`src/rtl/diff_seq_unit_if.sv`:
```
// Request/response bundle for diff_seq_unit: the execute stage drives start/A/B
// and stalls on busy; the unit reports done/diff/eq.
interface diff_seq_unit_if #(
   parameter int WIDTH = 32
) ();
   logic             start;
   logic [WIDTH-1:0] A;
   logic [WIDTH-1:0] B;
   logic             busy;
   logic             done;
   logic [5:0]       diff;
   logic             eq;

   modport master (
      output start, A, B,
      input  busy, done, diff, eq
   );

   modport slave (
      input  start, A, B,
      output busy, done, diff, eq
   );
endinterface

```
`src/rtl/diff_seq_unit.sv`:
```
// Sequenced DIFF unit: finds the lowest bit where A and B differ by scanning A^B
// CHUNK bits per cycle. Define DIFF_ZERO_SKIP_EN to short-circuit equal operands.
module diff_seq_unit #(
   parameter int WIDTH = 32,
   parameter int CHUNK = 4
) (
   input logic             clk,
   input logic             rst,
   diff_seq_unit_if.slave  bus
);
   localparam int NCH = WIDTH / CHUNK;
   localparam int CW  = (NCH > 1) ? $clog2(NCH) : 1;
   localparam int IW  = (CHUNK > 1) ? $clog2(CHUNK) : 1;
   localparam int XW  = (WIDTH > 1) ? $clog2(WIDTH) : 1;
   localparam logic [CW-1:0] LAST_CNT = CW'(NCH - 1);

   typedef enum logic [1:0] {
      S_IDLE = 2'd0,
      S_SCAN = 2'd1,
      S_DONE = 2'd2
   } state_t;

   state_t           state_q, state_d;
   logic [WIDTH-1:0] x_q, x_d;
   logic [CW-1:0]    cnt_q, cnt_d;
   logic [5:0]       diff_q, diff_d;
   logic             eq_q, eq_d;
   logic             busy_q, busy_d;
   logic             done_q, done_d;

   logic [XW-1:0]    base;
   logic [CHUNK-1:0] chunk;
   logic [IW-1:0]    idx;

   // Position of the lowest set bit in a chunk; higher bits are overridden by lower ones.
   function automatic logic [IW-1:0] lowest_set(input logic [CHUNK-1:0] c);
      logic [IW-1:0] r;
      r = {IW{1'b0}};
      for (int i = CHUNK - 1; i >= 0; i--) begin
         if (c[i]) begin
            r = IW'(i);
         end else begin
            r = r;
         end
      end
      return r;
   endfunction

   // Chunk slice and encode; CHUNK is a power of two so the base is {cnt, zeros}.
   always_comb begin
      base  = XW'({cnt_q, {IW{1'b0}}});
      chunk = x_q[base +: CHUNK];
      idx   = lowest_set(chunk);
   end

   // Next-state and datapath update for the IDLE -> SCAN -> DONE sequence.
   always_comb begin
      state_d = state_q;
      x_d     = x_q;
      cnt_d   = cnt_q;
      diff_d  = diff_q;
      eq_d    = eq_q;
      case (state_q)
         S_IDLE: begin
            if (bus.start) begin
               x_d     = bus.A ^ bus.B;
               cnt_d   = {CW{1'b0}};
               eq_d    = 1'b0;
               diff_d  = 6'd0;
               state_d = S_SCAN;
`ifdef DIFF_ZERO_SKIP_EN
               if (x_d == {WIDTH{1'b0}}) begin
                  eq_d    = 1'b1;
                  state_d = S_DONE;
               end else begin
                  state_d = S_SCAN;
               end
`endif
            end else begin
               state_d = S_IDLE;
            end
         end
         S_SCAN: begin
            if (chunk != {CHUNK{1'b0}}) begin
               diff_d  = 6'({cnt_q, idx});
               state_d = S_DONE;
            end else if (cnt_q == LAST_CNT) begin
               eq_d    = 1'b1;
               diff_d  = 6'd0;
               state_d = S_DONE;
            end else begin
               cnt_d = cnt_q + CW'(1);
            end
         end
         S_DONE: begin
            state_d = S_IDLE;
         end
         default: begin
            state_d = S_IDLE;
         end
      endcase
      // Status flags are registered from the next state so they line up with it.
      busy_d = (state_d == S_SCAN) || (state_d == S_DONE);
      done_d = (state_d == S_DONE);
   end

   // State and result registers, cleared asynchronously at any point in a scan.
   always_ff @(posedge clk or posedge rst) begin
      if (rst) begin
         state_q <= S_IDLE;
         x_q     <= {WIDTH{1'b0}};
         cnt_q   <= {CW{1'b0}};
         diff_q  <= 6'd0;
         eq_q    <= 1'b0;
         busy_q  <= 1'b0;
         done_q  <= 1'b0;
      end else begin
         state_q <= state_d;
         x_q     <= x_d;
         cnt_q   <= cnt_d;
         diff_q  <= diff_d;
         eq_q    <= eq_d;
         busy_q  <= busy_d;
         done_q  <= done_d;
      end
   end

   assign bus.busy = busy_q;
   assign bus.done = done_q;
   assign bus.diff = diff_q;
   assign bus.eq   = eq_q;
endmodule
```
`src/flat_wrapper.sv`:
```
// flat-port wrapper written by rule: the top's interface ports become plain ports
module diff_seq_unit_flat 
#(
   parameter int WIDTH = 32,
   parameter int CHUNK = 4
)
  (clk, rst, bus_start, bus_A, bus_B, bus_busy, bus_done, bus_diff, bus_eq);
  diff_seq_unit_if #(.WIDTH(WIDTH)) bus_i ();
  input logic clk;
  input logic rst;
  input wire logic [$bits(bus_i.start)-1:0] bus_start;
  input wire logic [$bits(bus_i.A)-1:0] bus_A;
  input wire logic [$bits(bus_i.B)-1:0] bus_B;
  output wire logic [$bits(bus_i.busy)-1:0] bus_busy;
  output wire logic [$bits(bus_i.done)-1:0] bus_done;
  output wire logic [$bits(bus_i.diff)-1:0] bus_diff;
  output wire logic [$bits(bus_i.eq)-1:0] bus_eq;
  assign bus_i.start = bus_start;
  assign bus_i.A = bus_A;
  assign bus_i.B = bus_B;
  assign bus_busy = bus_i.busy;
  assign bus_done = bus_i.done;
  assign bus_diff = bus_i.diff;
  assign bus_eq = bus_i.eq;
  diff_seq_unit #(.WIDTH(WIDTH), .CHUNK(CHUNK)) u_core (.clk(clk), .rst(rst), .bus(bus_i));
endmodule
```
`config.mk`:
```
export PLATFORM = sky130hd
export DESIGN_NAME = diff_seq_unit_flat
export DESIGN_NICKNAME = d
export VERILOG_FILES = /design/src/rtl/diff_seq_unit_if.sv /design/src/rtl/diff_seq_unit.sv /design/src/flat_wrapper.sv
export SDC_FILE = /design/constraint.sdc
export NUM_CORES = 1
export LEC_CHECK = 0
export BUFFER_PORTS_ARGS = -buffer_cell sky130_fd_sc_hd__buf_4
export CORE_MARGIN = 2
export CORE_UTILIZATION = 40
export CTS_CLUSTER_DIAMETER = 120
export DETAILED_ROUTE_END_ITERATION = 8
export PLACE_DENSITY = 0.65
export SYNTH_ARGS = -nofsm -noshare
export SYNTH_HDL_FRONTEND = slang
export SYNTH_SLANG_ARGS = --single-unit
```
`constraint.sdc`:
```
create_clock -name clk -period 6.2 [get_ports clk]
set_input_delay 1.24 -clock clk [delete_from_list [all_inputs] [get_ports clk]]
set_output_delay 1.24 -clock clk [all_outputs]
set_load 0.02 [all_outputs]
```
==> qor.csv <==
stage,metric,value,unit
sta,hold_viol_final,0,
worst_hold_path,hold_class,flip-flop to flip-flop,
sta,drv_slew,0,
global_routing,antenna_found_initial,0,
pwr,total_power,0.001125,W
setup_path,cp.required,6.39,ns
sta,worstMarginPinSlew,0.9169,ns
routing,met3RoutedLength,261,um
die,die_area,6483,um2
global_routing,grt_pass1_wl,7320,um
synthesis,synth_cells,224,
routing,firstDrtPassIters,4,
cts,ctsHoldBuffers,0,
cts,numCtsBuffers,5,
pwr,power.density,376.0,nW/um2
synthesis,synthSimpleGateAreaFrac,11.86,%
cts,post-cts-setup-buffers,0,
cts,tritoncts,yes,
sta,setup_viol,0,
synthesis,synthAdderAreaFrac,1.603,%
flow_run,max_cap_viol_count,0,
setup_path,criticalPathCategory,flip-flop to flip-flop,
routing,wire_per_inst,12.54,um
synthesis,avgSynthCellArea,10.46,um2
synthesis,synthArstFlopShare,100.0,%
cells_and_area,diodes,0,
routing,vias,1801,
routing,route.met2.wl,2198,um
placement,gp_congestion,0.7558,
routing,drtIter0Drc,61,
cells_and_area,area.growth.synth_to_final,27.78,%
synthesis,synthesis.area,2342,um2
cts,clockRootBuffer,clkbuf_8,
cells_and_area,fillCellCount,535,
setup_path,cp.arrival,2.89,ns
synthesis,syn_nets,294,
setup_path,cp-end-kind,flip-flop,
setup_path,startpoint,u_core.cnt_q[0],
routing,met1Wirelength,2060,um
synthesis,synth_area_leaders,"dfrtp_1, xnor2_1, a21oi_1",
pwr,ir_worst_vdd,0.2807,mV
routing,avgViaCountPerCell,4.934,
sta,holdWs,0.5040,ns
cts,clockBufferDepth,2,
sta,setup_tns,0,ns
synthesis,ys_top_cells_by_count,"dfrtp_1, nor2_1, a21oi_1, xnor2_1, clkbuf_1",
cts,htree_levels,2,
synthesis,synthXorXnorAreaFrac,11.97,%
setup_path,max_stage_delay,0.90,ns
setup_path,cp_max_fo,26,
cells_and_area,drive_gt1_share,33.11,%
setup_path,slowest_stage,dfrtp_1,
synthesis,synth_compound_area_share,17.25,%
die,io_pins,76,
global_routing,grt_max_degree,65,
placement,dpl.hpwl,3426,um
worst_hold_path,worstHoldStart,u_core.bus.diff[4],
die,die_h,80.52,um
die,coreArea,5574,um2
sta,rsz0062_at_grt,no,
synthesis,synth.top_cell.area_share,48.08,%
setup_path,r2r-start,u_core.cnt_q[0],
synthesis,ys_ff_latch,45,
sta,max_freq,0.3701,GHz
die,rows,27,
routing,wl,4577,um
routing,top_layer_used,met4,
synthesis,synth_cell_type_count,40,
routing,drc_errors,0,
die,dieWidth,80.52,um
setup_path,startpoint_type,flip-flop,
global_routing,grt_use_total,14.71,%
global_routing,grt_pass1_vias,1683,
cells_and_area,nNetsFinal,363,
synthesis,yosys_warnings,0,
synthesis,synth_edf_count,0,
sta,period_needed,2.702,ns
cts,cts-resized-gates,0,
sta,slew_headroom,38.79,%
placement,port_buffers,74,
setup_path,worstPathCellList,mux4_2 > mux2i_1 > o41a_1 > o211a_4 > o21ai_2 > ha_1 > inv_1,
synthesis,synth.most_common_cell,dfrtp_1,
synthesis,ys_seq_area_share,48.08,%
cts,cts_sinks,45,
cts,insertion_delay,0.29,ns
global_routing,grt-ovfl-total,0,
synthesis,yosys.area.top_type,dfrtp_1,
pwr,p_leak,1.320,nW
sta,clock_skew,0.004391,ns
routing,drtAntennaViolNets,0,
cts,path_clk_slew,0.08,ns
sta,post-route-period-util,43.58,%
synthesis,synth_top_family_by_area,compound AO/OA/AOI/OAI gates,
outcome,status,finished clean,
die,start_util,42.02,%
synthesis,synth_top_flop_cell,dfrtp_1,
synthesis,synth.area.mux_share,4.060,%
-- final timing paths --
| path | endpoint | slack [ns] | cells past startpoint |
|---|---|---|---|
| worst max register to register | u_core.bus.busy | 3.50 | 7 |
| worst min-delay path | u_core.bus.diff[4] | 0.50 | 1 |
| max in group asynchronous | u_core.x_q[31] | 4.48 | 2 |
| worst max-delay path | u_core.bus.busy | 3.50 | 7 |
| min in group asynchronous | u_core.bus.done | 1.16 | 2 |
| worst min register to register | u_core.bus.diff[4] | 0.50 | 1 |
-- flip-flops by register name (all words and copies together) (netlist names) --
signal	count
u_core.cnt_q	3
u_core.bus.eq	1
u_core.bus.busy	1
u_core.x_q	32
u_core.state_q	2
u_core.bus.done	1
u_core.bus.diff	5
-- kinds of logic (layout without fill, tap and decap cells) --
kind of cell | after synthesis | after routing
buf+inv | 19 | 88
flops | 45 | 45
fa+ha+maj | 3 | 3
compound gates | 59 | 59
other cells | 1 | 1
xor+xnor | 32 | 32
simple gates | 58 | 58
mux | 7 | 7
-- report_power, final --
group          leakage (nW)  internal [W]  total, W  switching [W]
clock                0.0443     0.0000884  0.000177      0.0000891
combinational         0.748      0.000205  0.000448       0.000243
sequential            0.528      0.000418  0.000500      0.0000823
total                  1.32      0.000711   0.00113       0.000414
-- worst max-delay path, delay by kind of cell (launching register included) --
kind	cells	cell delay [ns]
fa+ha+maj	1	0.29
buf+inv	1	0.03
flops	1	0.90
compound gates	3	0.57
mux	2	0.80
-- stage by stage --
stage	setup slack (ns)	utilization, %	cells	instance area (um2)
floorplan	3.901	-	224	2342
global placement	3.558	52.14	358	2907
detailed placement	3.503	52.14	358	2907
CTS	3.466	53.69	365	2993
global route	3.308	53.69	365	2993
finish	3.498	53.69	365	2993
-- cells in the final DEF (no fill, tap or decap), types with 2 or more instances in the layout --
cell type,netlist,layout
a211oi_1,6,6
a21oi_1,34,34
a22o_1,2,2
a32o_1,2,2
a32o_2,5,5
and2b_1,2,2
buf_4,1,75
clkbuf_8,0,6
dfrtp_1,45,45
ha_1,3,3
inv_1,6,5
mux2i_1,5,5
mux4_2,2,2
nand2_1,2,2
nand2b_1,4,4
nor2_1,38,38
nor2b_1,3,3
nor3_1,2,2
xnor2_1,32,32
-- final cells by class --
cell class / count / area, um2 / area share (%)
sequential: 45 / 1126 / 37.63
timing repair buffer: 75 / 563.0 / 18.81
clock buffer: 7 / 86.33 / 2.885
tap: 72 / 90.09 / 3.010
multi-input combinational: 160 / 1105 / 36.91
inverter: 6 / 22.52 / 0.7525
-- layer usage --
layer	up-vias	track usage [%]
met5	-	0
met4	0	5.085
li1	907	-
met1	831	19.90
met2	56	23.42
met3	7	3.034
No activity file was read; power rests on OpenSTA's default activity.
